[src/rtl/coeff_seq_loader.sv]
// rtl/coeff_seq_loader.sv - FIR coefficient load sequencer
//
// Steps through NUM_COEFFS coefficient indices, forward or reverse, and
// raises load_coeff for LOAD_CYCLES cycles per index. Each load waits for
// the datapath (modwait low) and, after the first one, for
// new_coefficient_set as well. Supports a synchronous abort and an optional
// wait-state timeout.
//
// Ports:
//   clk                 in   rising-edge clock
//   n_reset             in   asynchronous active-low reset
//   new_coefficient_set in   a set / next coefficient is pending (level)
//   modwait             in   datapath busy, blocks the start of a load
//   reverse_order       in   load NUM_COEFFS-1 down to 0 (sampled at start)
//   abort               in   synchronous cancel of a set in progress
//   load_coeff          out  load strobe to the datapath
//   coefficient_num     out  registered index being loaded
//   clear               out  one-cycle pulse after the final coefficient
//   busy                out  high in every state except IDLE
//   set_done            out  one-cycle pulse coincident with clear
//   timeout_err         out  sticky wait-state timeout flag
module coeff_seq_loader #(
  parameter int NUM_COEFFS     = 4,
  parameter int LOAD_CYCLES    = 2,
  parameter int TIMEOUT_CYCLES = 255,
  localparam int IDX_W         = $clog2(NUM_COEFFS)
) (
  input  logic             clk,
  input  logic             n_reset,
  input  logic             new_coefficient_set,
  input  logic             modwait,
  input  logic             reverse_order,
  input  logic             abort,
  output logic             load_coeff,
  output logic [IDX_W-1:0] coefficient_num,
  output logic             clear,
  output logic             busy,
  output logic             set_done,
  output logic             timeout_err
);

  // Load counter holds the number of pulse cycles already spent (1..L-1).
  localparam int LC_W = (LOAD_CYCLES > 1) ? $clog2(LOAD_CYCLES) : 1;
  localparam int WC_W = (TIMEOUT_CYCLES > 0) ? $clog2(TIMEOUT_CYCLES + 1) : 1;
  localparam logic [IDX_W-1:0] LAST_IDX  = IDX_W'(NUM_COEFFS - 1);
  localparam logic [LC_W-1:0]  LOAD_LAST = LC_W'(LOAD_CYCLES - 1);
  localparam logic [WC_W-1:0]  WAIT_MAX  = WC_W'(TIMEOUT_CYCLES);

  typedef enum logic [2:0] {
    IDLE      = 3'd0,
    WAIT_MOD  = 3'd1,
    LOAD      = 3'd2,
    WAIT_NEXT = 3'd3,
    CLEAR     = 3'd4
  } state_t;

  state_t           state_q, state_d;
  logic [IDX_W-1:0] idx_q, idx_d;
  logic             rev_q, rev_d;
  logic [WC_W-1:0]  wcnt_q, wcnt_d;
  logic [LC_W-1:0]  lcnt_q, lcnt_d;
  logic             terr_q, terr_d;

  logic             trig;
  logic             end_load;
  logic             load;
  logic             clr;
  logic [IDX_W-1:0] final_idx;

  always_comb begin
    state_d   = state_q;
    idx_d     = idx_q;
    rev_d     = rev_q;
    wcnt_d    = wcnt_q;
    lcnt_d    = lcnt_q;
    terr_d    = terr_q;
    trig      = 1'b0;
    end_load  = 1'b0;
    load      = 1'b0;
    clr       = 1'b0;
    final_idx = rev_q ? '0 : LAST_IDX;

    case (state_q)
      IDLE: begin
        if (new_coefficient_set && !abort) begin
          state_d = WAIT_MOD;
          idx_d   = reverse_order ? LAST_IDX : '0;
          rev_d   = reverse_order;
          terr_d  = 1'b0;
          wcnt_d  = '0;
        end
      end
      WAIT_MOD, WAIT_NEXT: begin
        trig = (state_q == WAIT_MOD) ? !modwait : (new_coefficient_set && !modwait);
        if (trig) begin
          // Mealy: the trigger cycle is the first cycle of the pulse.
          load = 1'b1;
          if (LOAD_CYCLES > 1) begin
            state_d = LOAD;
            lcnt_d  = LC_W'(1);
          end else begin
            end_load = 1'b1;
          end
        end else if (TIMEOUT_CYCLES > 0) begin
          if (wcnt_q == WAIT_MAX) begin
            terr_d  = 1'b1;
            state_d = IDLE;
            idx_d   = '0;
          end else begin
            wcnt_d = wcnt_q + WC_W'(1);
          end
        end
      end
      LOAD: begin
        load = 1'b1;
        if (lcnt_q == LOAD_LAST) begin
          end_load = 1'b1;
        end else begin
          lcnt_d = lcnt_q + LC_W'(1);
        end
      end
      CLEAR: begin
        clr     = 1'b1;
        idx_d   = '0;
        state_d = IDLE;
      end
      default: begin
        state_d = IDLE;
        idx_d   = '0;
      end
    endcase

    if (end_load) begin
      if (idx_q == final_idx) begin
        state_d = CLEAR;
      end else begin
        state_d = WAIT_NEXT;
        idx_d   = rev_q ? (idx_q - IDX_W'(1)) : (idx_q + IDX_W'(1));
        wcnt_d  = '0;
      end
    end

    // Abort overrides everything, including a coincident timeout.
    if (abort && (state_q != IDLE)) begin
      state_d = IDLE;
      idx_d   = '0;
      terr_d  = terr_q;
      load    = 1'b0;
      clr     = 1'b0;
    end
  end

  always_ff @(posedge clk or negedge n_reset) begin
    if (!n_reset) begin
      state_q <= IDLE;
      idx_q   <= '0;
      rev_q   <= 1'b0;
      wcnt_q  <= '0;
      lcnt_q  <= '0;
      terr_q  <= 1'b0;
    end else begin
      state_q <= state_d;
      idx_q   <= idx_d;
      rev_q   <= rev_d;
      wcnt_q  <= wcnt_d;
      lcnt_q  <= lcnt_d;
      terr_q  <= terr_d;
    end
  end

  assign load_coeff      = load;
  assign coefficient_num = idx_q;
  assign clear           = clr;
  assign set_done        = clr;
  assign busy            = (state_q != IDLE);
  assign timeout_err     = terr_q;

endmodule

[config.mk]
export PLATFORM = sky130hd
export DESIGN_NAME = coeff_seq_loader
export DESIGN_NICKNAME = d
export VERILOG_FILES = /design/src/rtl/coeff_seq_loader.sv
export SDC_FILE = /design/constraint.sdc
export NUM_CORES = 1
export LEC_CHECK = 0
export ABC_CLOCK_PERIOD_IN_PS = 2060
export CORE_MARGIN = 3
export CORE_UTILIZATION = 60
export DETAILED_ROUTE_END_ITERATION = 7
export DONT_BUFFER_PORTS = 1
export PLACE_DENSITY = 0.76
export REMOVE_ABC_BUFFERS = 1
export SLEW_MARGIN = 5
export SYNTH_ARGS = -nofsm -noshare
export SYNTH_HDL_FRONTEND = slang
export SYNTH_SLANG_ARGS = --single-unit
[constraint.sdc]
create_clock -name clk -period 2.06 [get_ports clk]
set_input_delay 0.103 -clock clk [delete_from_list [all_inputs] [get_ports clk]]
set_output_delay 0.103 -clock clk [all_outputs]
set_load 0.05 [all_outputs]
# ---- Word level (Yosys, flattened, before mapping)
# Index checks and enable logic that the tools add are counted.
dict set report totals {
  regBits 16
  elab_cells 76
  memories 0
  ram_bits 0
  romBits 0
  out_inout_bits 7
  latchBits 0
  inputBits 6
}
dict set report classes {
  n_eq_ne 13
  n_lt_le_gt_ge 0
  multipliers 0
  n_mux 38
  reduce_logical 14
  n_bitwise 1
  shifts 0
  add_sub_neg 4
  div 0
}
# operator n
set op_table {}
lappend op_table {{$mux 8} 5}
lappend op_table {{$mux 2} 9}
lappend op_table {{$mux 3} 6}
lappend op_table {{$pmux 8 s2} 1}
lappend op_table {{$mux 1} 12}
lappend op_table {{$pmux 3 s3} 1}
lappend op_table {{$add 8x1->8 const B} 1}
lappend op_table {{$eq 8x8->1 const B} 1}
lappend op_table {{$ne 2x2->1 const B} 4}
lappend op_table {{$eq 3x2->1 const B} 2}
lappend op_table {{$pmux 1 s2} 3}
lappend op_table {{$pmux 2 s3} 1}
lappend op_table {{$ne 5x5->1 const B} 1}
lappend op_table {{$reduce_and 5->1} 1}
lappend op_table {{$ne 4x4->1 const B} 1}
lappend op_table {{$reduce_and 2->1} 2}
lappend op_table {{$reduce_bool 2->1} 2}
lappend op_table {{$eq 3x1->1 const B} 1}
lappend op_table {{$eq 3x3->1 const B} 1}
lappend op_table {{$logic_and 1x1->1} 3}
lappend op_table {{$logic_not 3->1} 1}
lappend op_table {{$ne 3x3->1 const B} 1}
lappend op_table {{$reduce_and 3->1} 1}
lappend op_table {{$reduce_bool 3->1} 1}
lappend op_table {{other kinds (7)} 8}

# ---- Depth between registers and ports, before layout
# Gate-level depths: netlist (run 1).
dict set report depth {
  ltp_word 8
  mapped_depth 7
  mapped_depth_nobuf 5
}

# ---- Least setup slack after synthesis (run 1)
# No wires, ideal clock.
dict set report synth_path {
  path_type {reg2out}
  start {register state_q[1]}
  end {output port set_done}
  required_ns 1.957
  arrival_time_ns 2.517
  n_path_buf 2
  setup_slack_ns -0.560
  path_stages_with_launch 4
  path_cell_list {dfrtp_1 buf_6 nor4_1 buf_4}
}
dict set report synth_between {
  elab_chain_len 3
  word_cells_on_any_way 5
  classes_between {eq/ne (1); mux (2); reduce/logical (2)}
}
# element line
set synth_lines {}
lappend synth_lines {{start: declaration} 57} ;# state_t state_q, state_d;
lappend synth_lines {{start signal: assignment} 162} ;# state_q <= state_d;
lappend synth_lines {{$eq 3x3->1 or $reduce_bool 3->1 (tied branches)} {83, 144}}
lappend synth_lines {{$mux 1 or $logic_and 1x1->1 (tied branches)} {83, 144}}
lappend synth_lines {{$mux 1 *} 144} ;# if (abort && (state_q != IDLE)) begin
lappend synth_lines {{end: declaration} 38} ;# output logic set_done,
# Mark *: on every way between the ends. The rest lies on a longest branch, timed or not.

# ---- Worst setup path in the final report (run 1)
dict set report layout_path {
  start {register state_q[1]}
  end {output port load_coeff}
}
dict set report layout_between {
  elab_chain_len 5
  word_cells_on_any_way 10
  classes_between {eq/ne (3); mux (4); reduce/logical (3)}
}
# element line
set layout_lines {}
lappend layout_lines {{$eq 3x1->1} {83, 94}}
lappend layout_lines {{$mux 1} 94} ;# trig = (state_q == WAIT_MOD) ? !modwait : (new_coefficient_set && !modwait);
lappend layout_lines {{$mux 1} 95} ;# if (trig) begin
lappend layout_lines {{$pmux 1 s2} 83} ;# case (state_q)
lappend layout_lines {{$mux 1 *} 144}
lappend layout_lines {{end: declaration} 34} ;# output logic load_coeff,
# Marked as above.

==> impl_metrics.csv, run 1 <==
group,metric,value,unit
finish,n_antenna_cell,0,
critical_path,worst_path_max_delay_cell,"dfrtp_2",
synth,yosysUniqueCellTypes,44,
place,gp_congestion,0.8567,
min_path,hold_start,"abort",
detailed_routing,via_per_inst,6.816,
sta,drv_slew,0,
synth,synth_most_common_cell,"dfrtp_1",
synth,synth_top_area_cell,"dfrtp_1",
detailed_routing,via_count,961,
finish,multi_input_area,590.6,sq um
sta,setup_viol_count_final,0,
die,start_util,65.95,%
global_routing,grt_pass1_vias,847,
critical_path,startpoint_type,"flop",
finish,design_area,0.001156,sq mm
clock_network,cts_buffers,3,
clock_network,cts_tree,"yes",
global_routing,grt_max_degree,17,
finish,layout.nets,133,
die,fp.dieH,47.63,microns
critical_path,crit_arrival,1.88,ns
synth,ys.flop_type,"dfrtp_1",
synth,syn_area,0.001040,sq mm
critical_path,worst_path_largest_cell_delay,0.48,ns
finish,area_growth,11.19,%
die,io-pin-count,13,
clock_network,cts_setup_buffers,0,
die,core_area,0.001577,sq mm
place,dpl-instance-area,0.001109,sq mm
sta,fin_setup_tns,0,ns
synth,synthArstFlopShare,100.0,%
critical_path,cp_cell_sequence,"or3_4, and2_2, nor3_1, buf_4",
global_routing,antenna_found_initial,0,
detailed_routing,drcViolationCount,0,
die,die-area,0.002269,sq mm
outcome,status,"finished clean",
global_routing,grt_overflow_total,0,
sta,whs,0.1248,ns
critical_path,crit_type,"flop to output pin",
sta,slew_headroom,50.44,%
place,hpwl,1798,microns
die,rows,14,
finish,drive_above_1_share,17.60,%
power,vdd_drop_max,0.8779,mV
sta,min_period_over_period,96.04,%
critical_path,cp_max_fo,9,
global_routing,grt_pass1_wl,3912,microns
synth,yosysSeqAreaShare,38.51,%
sta,fmax,505.4,MHz
clock_network,clk_latency,0.29,ns
synth,synthTopCellsByArea,"dfrtp_1, nand2_1, nor2_1, a211oi_1, o21a_1",
finish,seqCellArea,401.6,sq um
critical_path,cpLargestDelayFamily,"simple AND/OR/NAND/NOR gates",
sta,fin_skew,0.001847,ns
detailed_routing,drt_first_pass_iters,4,
sta,period_minus_slack,1.978,ns
detailed_routing,first_iter_violations,55,
critical_path,reg2reg_slack,0.15,ns
power,p_total,1446,uW
clock_network,cts.clk_slew.worst_paths,0.09,ns
synth,postSynthAreaPerCell,9.041,sq um
synth,ys_ff_latch,16,
clock_network,htree_num_levels,1,
synth,synthTopCellsByCount,"dfrtp_1, nand2_1, nor2_1",
place,port-buffer-count,0,
detailed_routing,wl_per_cell,17.45,microns
critical_path,r2r-start,"wcnt_q[0]",
critical_path,critPathCaptureType,"output pin",
die,die_x,47.63,microns
detailed_routing,drt-total-wl,2460,microns
synth,synth_edf_count,0,
synth,yosys_warnings,0,
clock_network,cts-root-buf,"clkbuf_4",
critical_path,crit_buf_inv,1,
global_routing,gr-usage-all-layers,24.96,%
synth,synth_top_area_share,38.51,%
finish,fin_util,73.33,%
clock_network,cts.path.max_buffers,2,
finish,fill_cells,124,
run,drv_cap,0,
detailed_routing,postRouteAntennaNets,0,
power,power_density,1251,mW/mm^2
clock_network,clkSinkCount,16,
critical_path,critPathRequiredTime,1.96,ns
min_path,min_path_type,"input pin to flop",
sta,rsz0062_at_grt,"no",
critical_path,cp-startpoint,"state_q[1]",
power,total_leakage_power,0.0004696,uW
synth,syn-instance-count,115,
sta,hold_viol_final,0,
sta,worst_pin_slew,0.7410,ns
[through the flow]
step                      instances  setup slack [ns]
after global placement          136            0.2453
after global routing            141           0.03162
after floorplan                 109            -1.442
after detailed placement        136            0.1723
after CTS                       141           0.06688
final                           141           0.08155
[cells in the final DEF, fill, tap and decap left out, drive strengths merged, types with 3 or more instances in the layout]
cell type,n
a211oi,5
a21oi,6
a31oi,3
buf,11
clkbuf,4
dfrtp,16
inv,3
nand2,11
nand3,4
nor2,11
nor3,4
nor4,3
o21a,5
o21ai,4
or3,3
[final timing paths]
kind,endpoint,depth (start not counted)
min in group asynchronous,wcnt_q[3],1
worst max-delay path,load_coeff,4
worst min-delay path,state_q[0],2
worst max register to register,wcnt_q[3],5
max in group asynchronous,state_q[1],1
worst min register to register,lcnt_q,1
[registers in the layout, indices dropped and copies added (netlist names)]
name and count:
wcnt_q 8, rev_q 1, timeout_err 1, state_q 3, lcnt_q 1, coefficient_num 2
[cell families after synthesis]
family	synth area share, %
AOI/OAI and AO/OA	26.36
xor gates and xnor gates	0.8425
DFF	38.51
adders and majority gates	1.203
and+or+nand+nor	25.87
muxes	1.925
buffers and inverters	5.295
[metal layers]
layer,up-vias,routed length [microns],track usage (%)
met1,452,1152,37.62
met4,0,34,8.602
li1,466,-,-
met2,38,1096,37.17
met3,5,176,2.632
met5,-,0,0
[final cells by class]
class	count	share of cell area, %
multi-input cells	90	51.08
flip-flops and latches	16	34.74
well taps	16	1.732
repair buffers	12	8.333
clock buffers	4	3.139
inverters	3	0.9740
[where the power goes]
group	switching [uW]	leakage [uW]	total, uW	internal (uW)
combinational	476	0.000240	764	288
sequential	94.4	0.000209	473	378
clock	102	0.0000210	209	108
[repair_timing]
item,CTS,global route
setup endpoints to repair,0,2
hold buffers,1,0
resized for setup,0,1
hold endpoints to repair,16,0
No activity file was read; power rests on OpenSTA's default activity.
==> run 2, diff against run 1 <==
Settings changed: ABC_AREA set to 1, ABC_CLOCK_PERIOD_IN_PS 2060 to 2450.
Clock period 2.06 ns to 2.45 ns, I/O delays scaled along.
==> impl_metrics.csv, run 2 <==
group,metric,value,unit
clock_network,clk_latency,0.29,ns
clock_network,htree_num_levels,1,
sta,fin_skew,0.006330,ns
detailed_routing,wl_met3,205,microns
synth,muxShareOfSynthArea,0,%
global_routing,gr-usage-all-layers,25.62,%
sta,period_minus_slack,2.151,ns
finish,fin_util,73.68,%
synth,syn_area,0.001092,sq mm
die,start_util,67.78,%
detailed_routing,drcViolationCount,0,
clock_network,cts_buffers,3,
synth,synth_top_area_cell,"dfrtp_1",
synth,synth_most_common_cell,"nand2_1",
synth,yosys.area_share.adder,1.145,%
die,core_area,0.001612,sq mm
finish,fill_cells,130,
sta,hold_viol_final,0,
die,io-pin-count,13,
finish,largest_reg_flops,8,
synth,synthTopCellsByCount,"nand2_1, inv_1, dfrtp_1, nand3_1, nor2_1",
detailed_routing,wl_per_cell,14.36,microns
place,port-buffer-count,0,
power,power_density,1218,mW/mm^2
clock_network,ctsResizeCount,0,
detailed_routing,wl_met1,1022,microns
global_routing,antenna_found_initial,0,
sta,whs,0.1108,ns
global_routing,grt_max_degree,17,
power,total_leakage_power,0.0006164,uW
detailed_routing,via_count,1126,
critical_path,critPathCaptureType,"output pin",
synth,synth_simple_gate_area_share,38.37,%
synth,yosysUniqueCellTypes,26,
clock_network,clkSinkCount,16,
sta,rsz0062_at_grt,"no",
sta,layout_setup_ws,0.2995,ns
global_routing,grt_overflow_total,0,
synth,synthXorXnorAreaFrac,3.207,%
detailed_routing,first_iter_violations,54,
synth,ys.flop_type,"dfrtp_1",
critical_path,cp-startpoint,"state_q[2]",
detailed_routing,drt-total-wl,2742,microns
run,drv_cap,0,
min_path,hold_start,"new_coefficient_set",
critical_path,crit_arrival,2.03,ns
min_path,whs_path_depth,3,
die,fp.dieH,48.67,microns
detailed_routing,route.top_layer_used,"met4",
power,vdd_drop_max,1.103,mV
clock_network,cts_setup_buffers,0,
critical_path,crit_type,"flop to output pin",
sta,min_period_over_period,87.78,%
critical_path,startpoint_type,"flop",
synth,synthArstFlopShare,100.0,%
clock_network,postCtsHoldBufs,2,
synth,synth_compound_area_share,9.737,%
finish,seqCellArea,400.4,sq um
die,rows,14,
finish,drive_above_1_share,11.38,%
clock_network,cts.clk_slew.worst_paths,0.09,ns
synth,postSynthAreaPerCell,6.784,sq um
clock_network,cts_tree,"yes",
synth,ys_ff_latch,16,
clock_network,cts.path.max_buffers,2,
min_path,hold_end,"rev_q",
critical_path,critPathRequiredTime,2.33,ns
place,post-place-ws,0.5508,ns
synth,yosys_warnings,0,
detailed_routing,via_per_inst,5.895,
finish,multi_input_area,579.3,sq um
finish,layout.nets,176,
outcome,status,"finished clean",
critical_path,timing.rr.end,"state_q[0]",
clock_network,cts-root-buf,"clkbuf_4",
sta,fmax,465.0,MHz
detailed_routing,postRouteAntennaNets,0,
place,gp_congestion,0.8797,
sta,slew_headroom,49.39,%
finish,layout_commonest_cell,"nand2_1",
synth,synth_top_family_by_area,"simple AND/OR/NAND/NOR gates",
min_path,min_path_type,"input pin to flop",
synth,synth_top_area_share,36.66,%
global_routing,grt_pass1_wl,4767,microns
sta,worst_pin_slew,0.7566,ns
finish,layout_common_cells,"nand2_1, inv_1, nand3_1, dfrtp_1, nor2_1",
sta,drv_slew,0,
critical_path,r2r-start,"state_q[2]",
die,die-area,0.002368,sq mm
finish,n_antenna_cell,0,
synth,synth_edf_count,0,
die,die_x,48.67,microns
finish,regMostFlops,"wcnt_q",
place,hpwl,2066,microns
detailed_routing,drt_first_pass_iters,4,
detailed_routing,wl_met2,1423,microns
global_routing,grt_pass1_vias,1085,
synth,synthTopCellsByArea,"dfrtp_1, nand2_1, inv_1, nand3_1, a21oi_1",
critical_path,ff2ff_path_depth,9,
critical_path,reg2reg_slack,0.50,ns
synth,yosysSeqAreaShare,36.66,%
finish,area_growth,8.706,%
critical_path,cp_max_fo,14,
synth,syn-instance-count,161,
sta,setup_viol_count_final,0,
[run 2: cell type report]
| cell class | instances | area share (%) |
|---|---|---|
| multi-input cells | 115 | 48.79 |
| flip-flops and latches | 16 | 33.72 |
| inverters | 27 | 8.535 |
| repair buffers | 6 | 4.531 |
| well taps | 24 | 2.529 |
| clock buffers | 3 | 1.897 |
[run 2: worst max-delay path, stage by stage (launching register included)]
cell	delay, ns
dfrtp_1	0.43
nor2_2	0.48
o211ai_1	0.30
nand2_1	0.15
inv_1	0.07
nor2_1	0.10
buf_4	0.21
[run 2: cell families (layout without fill, tap and decap cells)]
| group | Yosys count | count (layout) |
|---|---|---|
| flops | 16 | 16 |
| buf+inv | 30 | 36 |
| xor+xnor | 4 | 4 |
| simple gates | 91 | 91 |
| compound gates | 19 | 19 |
| fa+ha+maj | 1 | 1 |
[run 2: report_power, final]
group / leakage (uW) / internal, uW / total [uW] / switching, uW
sequential: 0.000206 / 340 / 495 / 155
clock: 0.0000138 / 57.3 / 143 / 85.7
combinational: 0.000397 / 253 / 809 / 555
total: 0.000616 / 651 / 1450 / 796
[run 2: worst max path at each step]
| stage | slack, ns | endpoint |
|---|---|---|
| 3_5_place_dp | 0.55 | wcnt_q[2] |
| 5_1_grt | 0.17 | load_coeff |
| 3_3_place_gp | 0.60 | wcnt_q[2] |
| 4_1_cts | 0.31 | load_coeff |
| 2_1_floorplan | -1.02 | clear |
| 6_report | 0.30 | load_coeff |
[run 2: per-layer routing]
layer | GRT usage [%] | vias to the layer above
li1 | - | 529
met1 | 29.79 | 523
met2 | 43.21 | 61
met3 | 5.215 | 13
met4 | 15.17 | 0
met5 | 0 | -
[run 2: per-stage QoR]
stage	total power, uW	std cells	setup TNS [ns]	instance area (sq um)
finish	1447	191	0	1187
global route	1562	191	0	1187
CTS	1435	191	0	1187
detailed placement	1282	186	0	1145
global placement	1260	186	0	1145
floorplan	1099	158	-2.034	1075
